<file path="src/rtl/ipf_lcu_feeder_if.sv">
// Bundle of the frame-buffer, parameter-table and IPF-core signals seen by the LCU feeder.
// The master side is the feeder; the slave side is the memories plus the filter core.
interface ipf_lcu_feeder_if;
    logic        img_rd;
    logic [13:0] img_addr;
    logic [7:0]  img_data;
    logic        par_rd;
    logic [5:0]  par_addr;
    logic [23:0] par_data;
    logic        in_en;
    logic [7:0]  din;
    logic [1:0]  ipf_type;
    logic [4:0]  ipf_band_pos;
    logic        ipf_wo_class;
    logic [15:0] ipf_offset;
    logic [2:0]  lcu_x;
    logic [2:0]  lcu_y;
    logic [1:0]  lcu_size;
    logic        busy;
    logic        finish;

    modport master (
        output img_rd, img_addr, par_rd, par_addr, in_en, din,
               ipf_type, ipf_band_pos, ipf_wo_class, ipf_offset,
               lcu_x, lcu_y, lcu_size,
        input  img_data, par_data, busy, finish
    );

    modport slave (
        input  img_rd, img_addr, par_rd, par_addr, in_en, din,
               ipf_type, ipf_band_pos, ipf_wo_class, ipf_offset,
               lcu_x, lcu_y, lcu_size,
        output img_data, par_data, busy, finish
    );
endinterface

</file>
<file path="src/rtl/ipf_lcu_feeder.sv">
// Streams a square 8-bit frame into the IPF core LCU by LCU (raster order), fetching each
// LCU's filter parameters first and honouring the core's busy back-pressure.
module ipf_lcu_feeder #(
    parameter int IMG_W      = 128,
    parameter int FIFO_DEPTH = 2
) (
    input  logic              clk,
    input  logic              reset,
    input  logic              start,
    input  logic [1:0]        cfg_lcu_size,
    output logic              done,
    ipf_lcu_feeder_if.master  bus
);
    localparam int CW   = $clog2(IMG_W);
    localparam int PW   = (FIFO_DEPTH > 1) ? $clog2(FIFO_DEPTH) : 1;
    localparam int CNTW = $clog2(FIFO_DEPTH + 1);

    typedef enum logic [2:0] {IDLE, PREQ, PCAP, STREAM, WFIN, DONE} state_t;

    state_t          state_reg, state_next;
    logic [1:0]      size_reg, size_next;
    logic [2:0]      lx_reg, lx_next, ly_reg, ly_next;
    logic [5:0]      row_reg, row_next, col_reg, col_next;
    logic            fetch_done_reg, fetch_done_next;
    logic [11:0]     xfer_reg, xfer_next;
    logic [23:0]     par_reg, par_next;
    logic            done_reg, done_next;
    logic            inflight_reg;
    logic [PW-1:0]   wr_ptr_reg, rd_ptr_reg;
    logic [CNTW-1:0] count_reg;
    logic [7:0]      fifo_mem [FIFO_DEPTH];

    logic [5:0]    n_m1;
    logic [2:0]    l_m1;
    logic [11:0]   nn_m1;
    logic [CW-1:0] base_y, base_x;
    logic          last_lcu, fifo_empty, pop, push, img_rd;

    // N-1, L-1 and N*N-1 for the latched size code (size_reg never holds 3)
    always_comb begin
        n_m1   = 6'((7'd16 << size_reg) - 7'd1);
        l_m1   = 3'((4'd8 >> size_reg) - 4'd1);
        nn_m1  = 12'((13'd256 << {size_reg, 1'b0}) - 13'd1);
        base_y = CW'(ly_reg) << (3'd4 + {1'b0, size_reg});
        base_x = CW'(lx_reg) << (3'd4 + {1'b0, size_reg});
    end

    assign last_lcu   = (lx_reg == l_m1) && (ly_reg == l_m1);
    assign fifo_empty = (count_reg == '0);
    assign pop        = !fifo_empty && !bus.busy;
    assign push       = inflight_reg;

    // A pop this cycle frees a slot, so the read can be issued now and still fit on return.
    assign img_rd = (state_reg == STREAM) && !fetch_done_reg &&
                    ((int'(count_reg) + int'(inflight_reg) - int'(pop)) < FIFO_DEPTH);

    assign bus.img_rd       = img_rd;
    assign bus.img_addr     = {base_y + CW'(row_reg), base_x + CW'(col_reg)};
    assign bus.par_rd       = (state_reg == PREQ);
    assign bus.par_addr     = {ly_reg, lx_reg};
    assign bus.in_en        = !fifo_empty;
    assign bus.din          = fifo_mem[rd_ptr_reg];
    assign bus.ipf_type     = par_reg[23:22];
    assign bus.ipf_band_pos = par_reg[21:17];
    assign bus.ipf_wo_class = par_reg[16];
    assign bus.ipf_offset   = par_reg[15:0];
    assign bus.lcu_x        = lx_reg;
    assign bus.lcu_y        = ly_reg;
    assign bus.lcu_size     = size_reg;
    assign done             = done_reg;

    always_comb begin
        state_next      = state_reg;
        size_next       = size_reg;
        lx_next         = lx_reg;
        ly_next         = ly_reg;
        row_next        = row_reg;
        col_next        = col_reg;
        fetch_done_next = fetch_done_reg;
        xfer_next       = xfer_reg;
        par_next        = par_reg;
        done_next       = done_reg;
        case (state_reg)
            IDLE, DONE: begin
                if (start) begin
                    size_next       = (cfg_lcu_size == 2'd3) ? 2'd2 : cfg_lcu_size;
                    lx_next         = '0;
                    ly_next         = '0;
                    row_next        = '0;
                    col_next        = '0;
                    fetch_done_next = 1'b0;
                    xfer_next       = '0;
                    done_next       = 1'b0;
                    state_next      = PREQ;
                end
            end
            PREQ: state_next = PCAP;
            PCAP: begin
                par_next   = bus.par_data;
                state_next = STREAM;
            end
            STREAM: begin
                if (img_rd) begin
                    if (col_reg == n_m1) begin
                        col_next = '0;
                        if (row_reg == n_m1) fetch_done_next = 1'b1;
                        else                 row_next = row_reg + 6'd1;
                    end else begin
                        col_next = col_reg + 6'd1;
                    end
                end
                if (pop) begin
                    xfer_next = xfer_reg + 12'd1;
                    if (xfer_reg == nn_m1) begin
                        xfer_next       = '0;
                        row_next        = '0;
                        col_next        = '0;
                        fetch_done_next = 1'b0;
                        if (last_lcu) begin
                            state_next = WFIN;
                        end else begin
                            state_next = PREQ;
                            if (lx_reg == l_m1) begin
                                lx_next = '0;
                                ly_next = ly_reg + 3'd1;
                            end else begin
                                lx_next = lx_reg + 3'd1;
                            end
                        end
                    end
                end
            end
            WFIN: begin
                if (bus.finish) begin
                    done_next  = 1'b1;
                    state_next = DONE;
                end
            end
            default: state_next = IDLE;
        endcase
    end

    always_ff @(posedge clk or posedge reset) begin
        if (reset) begin
            state_reg      <= IDLE;
            size_reg       <= '0;
            lx_reg         <= '0;
            ly_reg         <= '0;
            row_reg        <= '0;
            col_reg        <= '0;
            fetch_done_reg <= 1'b0;
            xfer_reg       <= '0;
            par_reg        <= '0;
            done_reg       <= 1'b0;
            inflight_reg   <= 1'b0;
        end else begin
            state_reg      <= state_next;
            size_reg       <= size_next;
            lx_reg         <= lx_next;
            ly_reg         <= ly_next;
            row_reg        <= row_next;
            col_reg        <= col_next;
            fetch_done_reg <= fetch_done_next;
            xfer_reg       <= xfer_next;
            par_reg        <= par_next;
            done_reg       <= done_next;
            inflight_reg   <= img_rd;
        end
    end

    // Skid FIFO: catches read data one cycle after img_rd; entries reset so din starts at 0
    always_ff @(posedge clk or posedge reset) begin
        if (reset) begin
            wr_ptr_reg <= '0;
            rd_ptr_reg <= '0;
            count_reg  <= '0;
            for (int i = 0; i < FIFO_DEPTH; i++) fifo_mem[i] <= '0;
        end else begin
            if (push) begin
                fifo_mem[wr_ptr_reg] <= bus.img_data;
                wr_ptr_reg <= (wr_ptr_reg == PW'(FIFO_DEPTH - 1)) ? '0 : wr_ptr_reg + 1'b1;
            end
            if (pop) begin
                rd_ptr_reg <= (rd_ptr_reg == PW'(FIFO_DEPTH - 1)) ? '0 : rd_ptr_reg + 1'b1;
            end
            case ({push, pop})
                2'b10:   count_reg <= count_reg + 1'b1;
                2'b01:   count_reg <= count_reg - 1'b1;
                default: count_reg <= count_reg;
            endcase
        end
    end
endmodule

</file>
<file path="src/flat_wrapper.sv">
// flat-port wrapper written by rule: the top's interface ports become plain ports
module ipf_lcu_feeder_flat 
#(
    parameter int IMG_W      = 128,
    parameter int FIFO_DEPTH = 2
)
  (clk, reset, start, cfg_lcu_size, done, bus_img_rd, bus_img_addr, bus_par_rd, bus_par_addr, bus_in_en, bus_din, bus_ipf_type, bus_ipf_band_pos, bus_ipf_wo_class, bus_ipf_offset, bus_lcu_x, bus_lcu_y, bus_lcu_size, bus_img_data, bus_par_data, bus_busy, bus_finish);
  ipf_lcu_feeder_if bus_i ();
  input  logic clk;
  input  logic reset;
  input  logic start;
  input  logic [1:0] cfg_lcu_size;
  output logic done;
  output wire logic [$bits(bus_i.img_rd)-1:0] bus_img_rd;
  output wire logic [$bits(bus_i.img_addr)-1:0] bus_img_addr;
  output wire logic [$bits(bus_i.par_rd)-1:0] bus_par_rd;
  output wire logic [$bits(bus_i.par_addr)-1:0] bus_par_addr;
  output wire logic [$bits(bus_i.in_en)-1:0] bus_in_en;
  output wire logic [$bits(bus_i.din)-1:0] bus_din;
  output wire logic [$bits(bus_i.ipf_type)-1:0] bus_ipf_type;
  output wire logic [$bits(bus_i.ipf_band_pos)-1:0] bus_ipf_band_pos;
  output wire logic [$bits(bus_i.ipf_wo_class)-1:0] bus_ipf_wo_class;
  output wire logic [$bits(bus_i.ipf_offset)-1:0] bus_ipf_offset;
  output wire logic [$bits(bus_i.lcu_x)-1:0] bus_lcu_x;
  output wire logic [$bits(bus_i.lcu_y)-1:0] bus_lcu_y;
  output wire logic [$bits(bus_i.lcu_size)-1:0] bus_lcu_size;
  input wire logic [$bits(bus_i.img_data)-1:0] bus_img_data;
  input wire logic [$bits(bus_i.par_data)-1:0] bus_par_data;
  input wire logic [$bits(bus_i.busy)-1:0] bus_busy;
  input wire logic [$bits(bus_i.finish)-1:0] bus_finish;
  assign bus_img_rd = bus_i.img_rd;
  assign bus_img_addr = bus_i.img_addr;
  assign bus_par_rd = bus_i.par_rd;
  assign bus_par_addr = bus_i.par_addr;
  assign bus_in_en = bus_i.in_en;
  assign bus_din = bus_i.din;
  assign bus_ipf_type = bus_i.ipf_type;
  assign bus_ipf_band_pos = bus_i.ipf_band_pos;
  assign bus_ipf_wo_class = bus_i.ipf_wo_class;
  assign bus_ipf_offset = bus_i.ipf_offset;
  assign bus_lcu_x = bus_i.lcu_x;
  assign bus_lcu_y = bus_i.lcu_y;
  assign bus_lcu_size = bus_i.lcu_size;
  assign bus_i.img_data = bus_img_data;
  assign bus_i.par_data = bus_par_data;
  assign bus_i.busy = bus_busy;
  assign bus_i.finish = bus_finish;
  ipf_lcu_feeder #(.IMG_W(IMG_W), .FIFO_DEPTH(FIFO_DEPTH)) u_core (.clk(clk), .reset(reset), .start(start), .cfg_lcu_size(cfg_lcu_size), .done(done), .bus(bus_i));
endmodule
</file>
<file path="config.mk">
export PLATFORM = sky130hd
export DESIGN_NAME = ipf_lcu_feeder_flat
export DESIGN_NICKNAME = d
export VERILOG_FILES = /design/src/rtl/ipf_lcu_feeder_if.sv /design/src/rtl/ipf_lcu_feeder.sv /design/src/flat_wrapper.sv
export SDC_FILE = /design/constraint.sdc
export NUM_CORES = 1
export LEC_CHECK = 0
export CAP_MARGIN = 20
export CELL_PAD_IN_SITES_DETAIL_PLACEMENT = 0
export CELL_PAD_IN_SITES_GLOBAL_PLACEMENT = 1
export CORE_UTILIZATION = 31
export CTS_BUF_LIST = sky130_fd_sc_hd__clkbuf_8
export DETAILED_ROUTE_END_ITERATION = 12
export HOLD_SLACK_MARGIN = 0.08
export PLACE_DENSITY = 0.72
export SLEW_MARGIN = 20
export SYNTH_ARGS = -nofsm -noshare
export SYNTH_HDL_FRONTEND = slang
export SYNTH_SLANG_ARGS = --single-unit
</file>
<file path="constraint.sdc">
create_clock -name clk -period 10.8 [get_ports clk]
set_input_delay 3.24 -clock clk [delete_from_list [all_inputs] [get_ports clk]]
set_output_delay 3.24 -clock clk [all_outputs]
set_load 0.05 [all_outputs]
</file>
# Word-level counts from Yosys, hierarchy flattened
# Index checks and enable logic that the tools add are counted.
totals:
  regBits: 82
  in_bits: 39
  out_inout_bits: 64
  elab_cells: 136
classes:
  addsub: 17
  n_lt_le_gt_ge: 4
  n_eq_ne: 19
  shift: 5
  muxes: 52
  bitwise_logic: 2
  n_reduce_logical: 21
ops:
  columns: ["cell", "n"]
  rows:
  - ["$mux 6", 10]
  - ["$mux 3", 14]
  - ["$mux 12", 3]
  - ["$lt 32x3->1 const B", 1]
  - ["$mux 8", 4]
  - ["$sub 32x2->32", 1]
  - ["$pmux 12 s2", 1]
  - ["$pmux 6 s2", 2]
  - ["$bwmux 16", 1]
  - ["$pmux 3 s5", 1]
  - ["$add 7x6->7", 2]
  - ["$shl 3x3->7", 2]
  - ["$add 12x1->12 const B", 1]
  - ["$add 6x1->6 const B", 2]
  - ["$eq 12x12->1", 1]
  - ["$eq 6x6->1", 2]
  - ["$pmux 3 s2", 2]
  - ["$shl 9x3->12 const A", 1]
  - ["$sub 12x1->12 const B", 1]
  - ["$mux 1", 9]
  - ["$demux 8 s1", 1]
  - ["$ne 2x2->1 const B", 4]
  - ["$add 3x1->3 const B", 2]
  - ["$eq 3x2->1 const B", 2]
  - ["other kinds (32)", 50]

# Longest topological paths before layout
logic_depth:
  ltp_word: 10
  ltp_mapped: 13

# Worst setup path before layout
# No wires, ideal clock.
synth_timing:
  path_kind: "input -> output"
  from: "input port bus_busy"
  to: "output port bus_img_rd"
  arrival_ps: 4855
  setup_slack_ps: 2705
  stages: 8
  n_path_buf: 0
  path_cell_list: "o21bai_1 nor2_1 ha_1 ha_1 nand2b_1 a211oi_1 nand2_1 inv_2"
synth_via:
  elab_chain_len: 5
synth_lines:
  columns: ["item", "line_no", "text"]
  rows:
  - ["start: declaration", "flat_wrapper.sv:29", "input wire logic [$bits(bus_i.busy)-1:0] bus_busy;"]
  - ["$logic_not 1->1", "ipf_lcu_feeder.sv:50", "assign pop = !fifo_empty && !bus.busy;"]
  - ["$logic_and 1x1->1", "ipf_lcu_feeder.sv:50", null]
  - ["$sub 32x2->32", "ipf_lcu_feeder.sv:55", "((int'(count_reg) + int'(inflight_reg) - int'(pop)) < FIFO_DEPTH);"]
  - ["$lt 32x3->1", "ipf_lcu_feeder.sv:55", null]
  - ["$logic_and 1x1->1", "ipf_lcu_feeder.sv:54", "assign img_rd = (state_reg == STREAM) && !fetch_done_reg &&"]
  - ["end: declaration", "flat_wrapper.sv:14", "output wire logic [$bits(bus_i.img_rd)-1:0] bus_img_rd;"]
# Every way passes these cells.

# Final worst setup path
# Same ends and word-level chain as after synthesis.

==> results by group <==
Status
  • Result of the run: complete, no violations

Clock tree
  • H-tree levels: 3
  • Clock buffer depth: 2
  • Postcts setup bufs: 0
  • Hold_buf cts: 0
  • Clock insertion delay at the later pin of the skew report: 0.37 ns
  • Clock transition at the registers of the reported paths: 0.09 ns
  • Clk sinks: 82
  • Count of instances resized after the clock tree is built: 0
  • Clk Tree Root Cell: clkbuf_8
  • CTS tree: yes
  • TritonCTS Buffers: 9

Logic synthesis
  • Number of warnings issued by yosys: 0
  • Syn_nets: between 400 and 500
  • Fraction of the mapped netlist area in simple logic gates: 0.135
  • Flip-flop and latch count after synthesis: a little over 80
  • Post-synthesis share of cell area spent on full adders, half adders and majority gates: 0.0561
  • Most frequently used flop master after synthesis: dfrtp_1
  • Register area share after synthesis: 0.464
  • Compound-Gate Fraction of Synth Area: 0.104
  • Post-synthesis instance area: 4420 µm²
  • Asr flop ratio synth: 1.00
  • Number of instances in the synthesized netlist: 411
  • Post-synth cell types: between 50 and 60
  • Multiplexer share of the synthesized area: 0.140
  • Post-synth EDFFs: 0
  • Mean Syn Cell Area: approximately 11 µm²
  • Synthesized-area fraction occupied by xor and xnor cells: 0.0436
  • Dominant combinational cell family by area after synthesis: multiplexers

Critical path
  • Crit path buffers/inverters: 3
  • RR Endpoint: u_core.row_reg[5]
  • Crit start category: primary input
  • Reg-to-reg setup timing slack: 7.73 ns
  • Count of cells along the worst register-to-register path: 10
  • Slowest cell delay on critical path: 0.83 ns
  • Critical Path Stages: 10
  • Data required time at the worst endpoint: 7.56 ns
  • Crit Path Category: primary input to output pin
  • Slowest stage cell on the critical path: clkdlybuf4s50_1
  • Crit. Startpoint: bus_busy
  • Max FO, Critical Path: 11
  • Dominant delay contributor by cell family on the critical path: buffers and inverters
  • Crit path capture type: output pin
  • Arrival time worst endpoint: approximately 6.2 ns
  • Cell Chain, Critical Path: clkdlybuf4s50_1, o21bai_1, nor2_1, ha_1, ha_1, nand2b_1, a211oi_1, nand2_1, inv_2, clkdlybuf4s50_1
  • Startpoint of the worst-slack reg-to-reg timing path: u_core.count_reg[0]
  • Worst setup path end: bus_img_rd

GRT
  • Global-route usage over all layers: 0.151
  • Total gr overflow: 0
  • Initial antenna violation count: 0
  • Largest net degree at the start of global routing: 83
  • Global-route wire length before repair: 17.3 mm
  • Vias in the first global route: 3552

Finish
  • Final non-filler cell total: 685
  • Synth-to-layout area growth: 29.4%
  • Share of post-route cells with drive strength above 1: 0.164
  • Total number of nets in the final design: between 500 and 600
  • Number of flip-flops in the largest register: 24
  • Final core utilization: 0.412
  • Diode insertion count for antenna repair: 0

Worst hold path
  • Path type of the worst min-delay path: flip-flop to flip-flop

Place
  • DP Wirelength: 7.17 mm
  • Worst Setup Slack post-DPL: 1.32 ns
  • Routability congestion estimate from global placement: 0.748
  • Port Buffers: 102
  • Placed Cells: 669

Floorplan
  • DIE AREA: between 10000 and 15000 µm²
  • Number of ports placed on the die boundary: 103
  • Initial Utilization: 0.318
  • Placeable Area: 13900 µm²
  • Die X: 121 µm
  • Num rows: 43
  • Height of the chip: 121 µm

Pwr
  • Lkg Pwr: 2.43 nW
  • Pwr Total: 1.21 mW
  • PwrDens: approximately 210 nW/µm²
  • VDD IR max: 0.210 mV

Timing
  • Tcrit/Tclk final: 0.877
  • Post-route worst setup slack: 1.33 ns
  • Post-route minimum period: 9.47 ns
  • Maximum clock rate: 106 MHz
  • Final Slew Violations: 0
  • Transition time at the pin with the least slew margin: 0.781 ns
  • Final sum of negative setup slack: 0 ns
  • Unrepaired setup endpoints after global routing: false
  • Number of endpoints failing setup at the final stage: 0
  • Relative slew margins: 0.479
  • Hold violation total from the final report: 0
  • Post-route clock skew: 0.0105 ns

Routing
  • Vias per cell: 4.90
  • Total Routed Length: 10.3 mm
  • Remaining design rule violation count: 0
  • Number of nets with antenna violations after detailed routing: 0
  • Number of search-and-repair iterations in the first detailed-routing pass: 4
  • First DRT Iteration DRCs: 134
  • Wire per inst: 15.0 µm
  • Count of vias placed by the detailed router: 3355

Job
  • Max-cap violations: 0
-- area by class of cell --
| cell class | count | area, µm² |
|---|---|---|
| repair buffers | 104 | 1040 |
| fillers | 1357 | 8160 |
| inverters | 22 | 83.8 |
| flip-flops and latches | 82 | 2050 |
| well taps | 180 | 225 |
| clock inverters | 7 | 77.6 |
| multi-input cells | 281 | 2120 |
| clock buffers | 9 | 124 |
-- through the flow --
step	area, µm²	hold WS [ns]
after floorplan	4420	0.463
after detailed placement	5520	0.484
after global routing	5720	0.521
after global placement	5520	0.477
after CTS	5720	0.499
final	5720	0.497
-- power breakdown --
group,internal (mW),total (mW),leakage (nW),switching [mW]
Combinational,0.220,0.544,1.29,0.325
Clock,0.108,0.229,0.0998,0.121
Sequential,0.375,0.439,1.04,0.0640
Total,0.702,1.21,2.43,0.509
-- how the worst min path moves through the flow --
stage | startpoint | endpoint | cells past startpoint
after global routing | u_core.par_reg[10] | u_core.par_reg[10] | 1
final | u_core.wr_ptr_reg | u_core.wr_ptr_reg | 1
after detailed placement | u_core.wr_ptr_reg | u_core.wr_ptr_reg | 1
after floorplan | u_core.wr_ptr_reg | u_core.wr_ptr_reg | 1
after global placement | u_core.wr_ptr_reg | u_core.wr_ptr_reg | 1
after CTS | u_core.wr_ptr_reg | u_core.wr_ptr_reg | 1
-- cell families (layout without fill, tap and decap cells) --
group	Yosys count	after routing
xor gates and xnor gates	22	22
DFF	82	82
muxes	55	55
AOI/OAI and AO/OA	70	70
adders and majority gates	18	18
and+or+nand+nor	116	116
buffers and inverters	48	142
-- worst register-to-register path: cells and delay by family, from the launching register on --
family / cells / cell delay (ns)
simple gates: 5 / 1.15
compound gates: 3 / 0.98
flops: 1 / 0.45
fa+ha+maj: 2 / 0.43
-- cell usage after synthesis, types with 2 or more instances --
| cell type | instances | area [µm²] |
|---|---|---|
| ha_1 | 15 | 188 |
| nor2b_1 | 4 | 25.0 |
| a22o_1 | 3 | 26.3 |
| nor4_1 | 2 | 12.5 |
| dfrtp_1 | 82 | 2050 |
| o211ai_1 | 2 | 15.0 |
| mux2_2 | 53 | 597 |
| nand3b_1 | 2 | 15.0 |
| a21o_1 | 3 | 22.5 |
| clkbuf_1 | 5 | 18.8 |
| o21ai_0 | 22 | 110 |
| nor3_1 | 8 | 40.0 |
| mux2i_1 | 2 | 20.0 |
| xor2_1 | 11 | 96.3 |
| nand2b_1 | 8 | 50.1 |
| or3_1 | 3 | 18.8 |
| a31oi_1 | 6 | 37.5 |
| a211oi_1 | 2 | 15.0 |
| nand2_1 | 28 | 105 |
| and2_1 | 3 | 18.8 |
| and3_1 | 5 | 31.3 |
| xnor2_1 | 11 | 96.3 |
| fa_1 | 3 | 60.1 |
| a21oi_1 | 16 | 80.1 |
| and4_1 | 2 | 17.5 |
| nor2_1 | 25 | 93.8 |
| buf_4 | 14 | 105 |
| nand3_1 | 10 | 50.1 |
| o31ai_1 | 2 | 15.0 |
| buf_2 | 5 | 25.0 |
| inv_1 | 21 | 78.8 |
| buf_6 | 2 | 22.5 |
| nand4_1 | 6 | 37.5 |
-- per-layer routing --
layer  vias to the layer above  track usage  share of wire
li1                       1609            -              -
met1                      1625        0.190           0.47
met2                       107        0.233           0.44
met3                        14       0.0503          0.074
met4                         0       0.0656          0.018
met5                         -            0              0
-- placed cells by master, fill, tap and decap left out, types with 2 or more instances in the layout --
cell,n
clkdlybuf4s50_1,102
dfrtp_1,82
mux2_2,53
nand2_1,28
nor2_1,25
o21ai_0,22
inv_1,20
a21oi_1,16
ha_1,15
xnor2_1,11
xor2_1,11
nand3_1,10
clkbuf_8,9
nand2b_1,8
nor3_1,7
nand4_1,6
a31oi_1,6
and3_1,5
nor2b_1,4
and2_1,3
a21o_1,3
a22o_1,3
or3_1,3
fa_1,3
clkinv_4,3
nor4_1,2
o211ai_1,2
a211oi_1,2
nand3b_1,2
o31ai_1,2
mux2i_1,2
clkinv_2,2
and4_1,2
No activity file was read; power rests on OpenSTA's default activity.
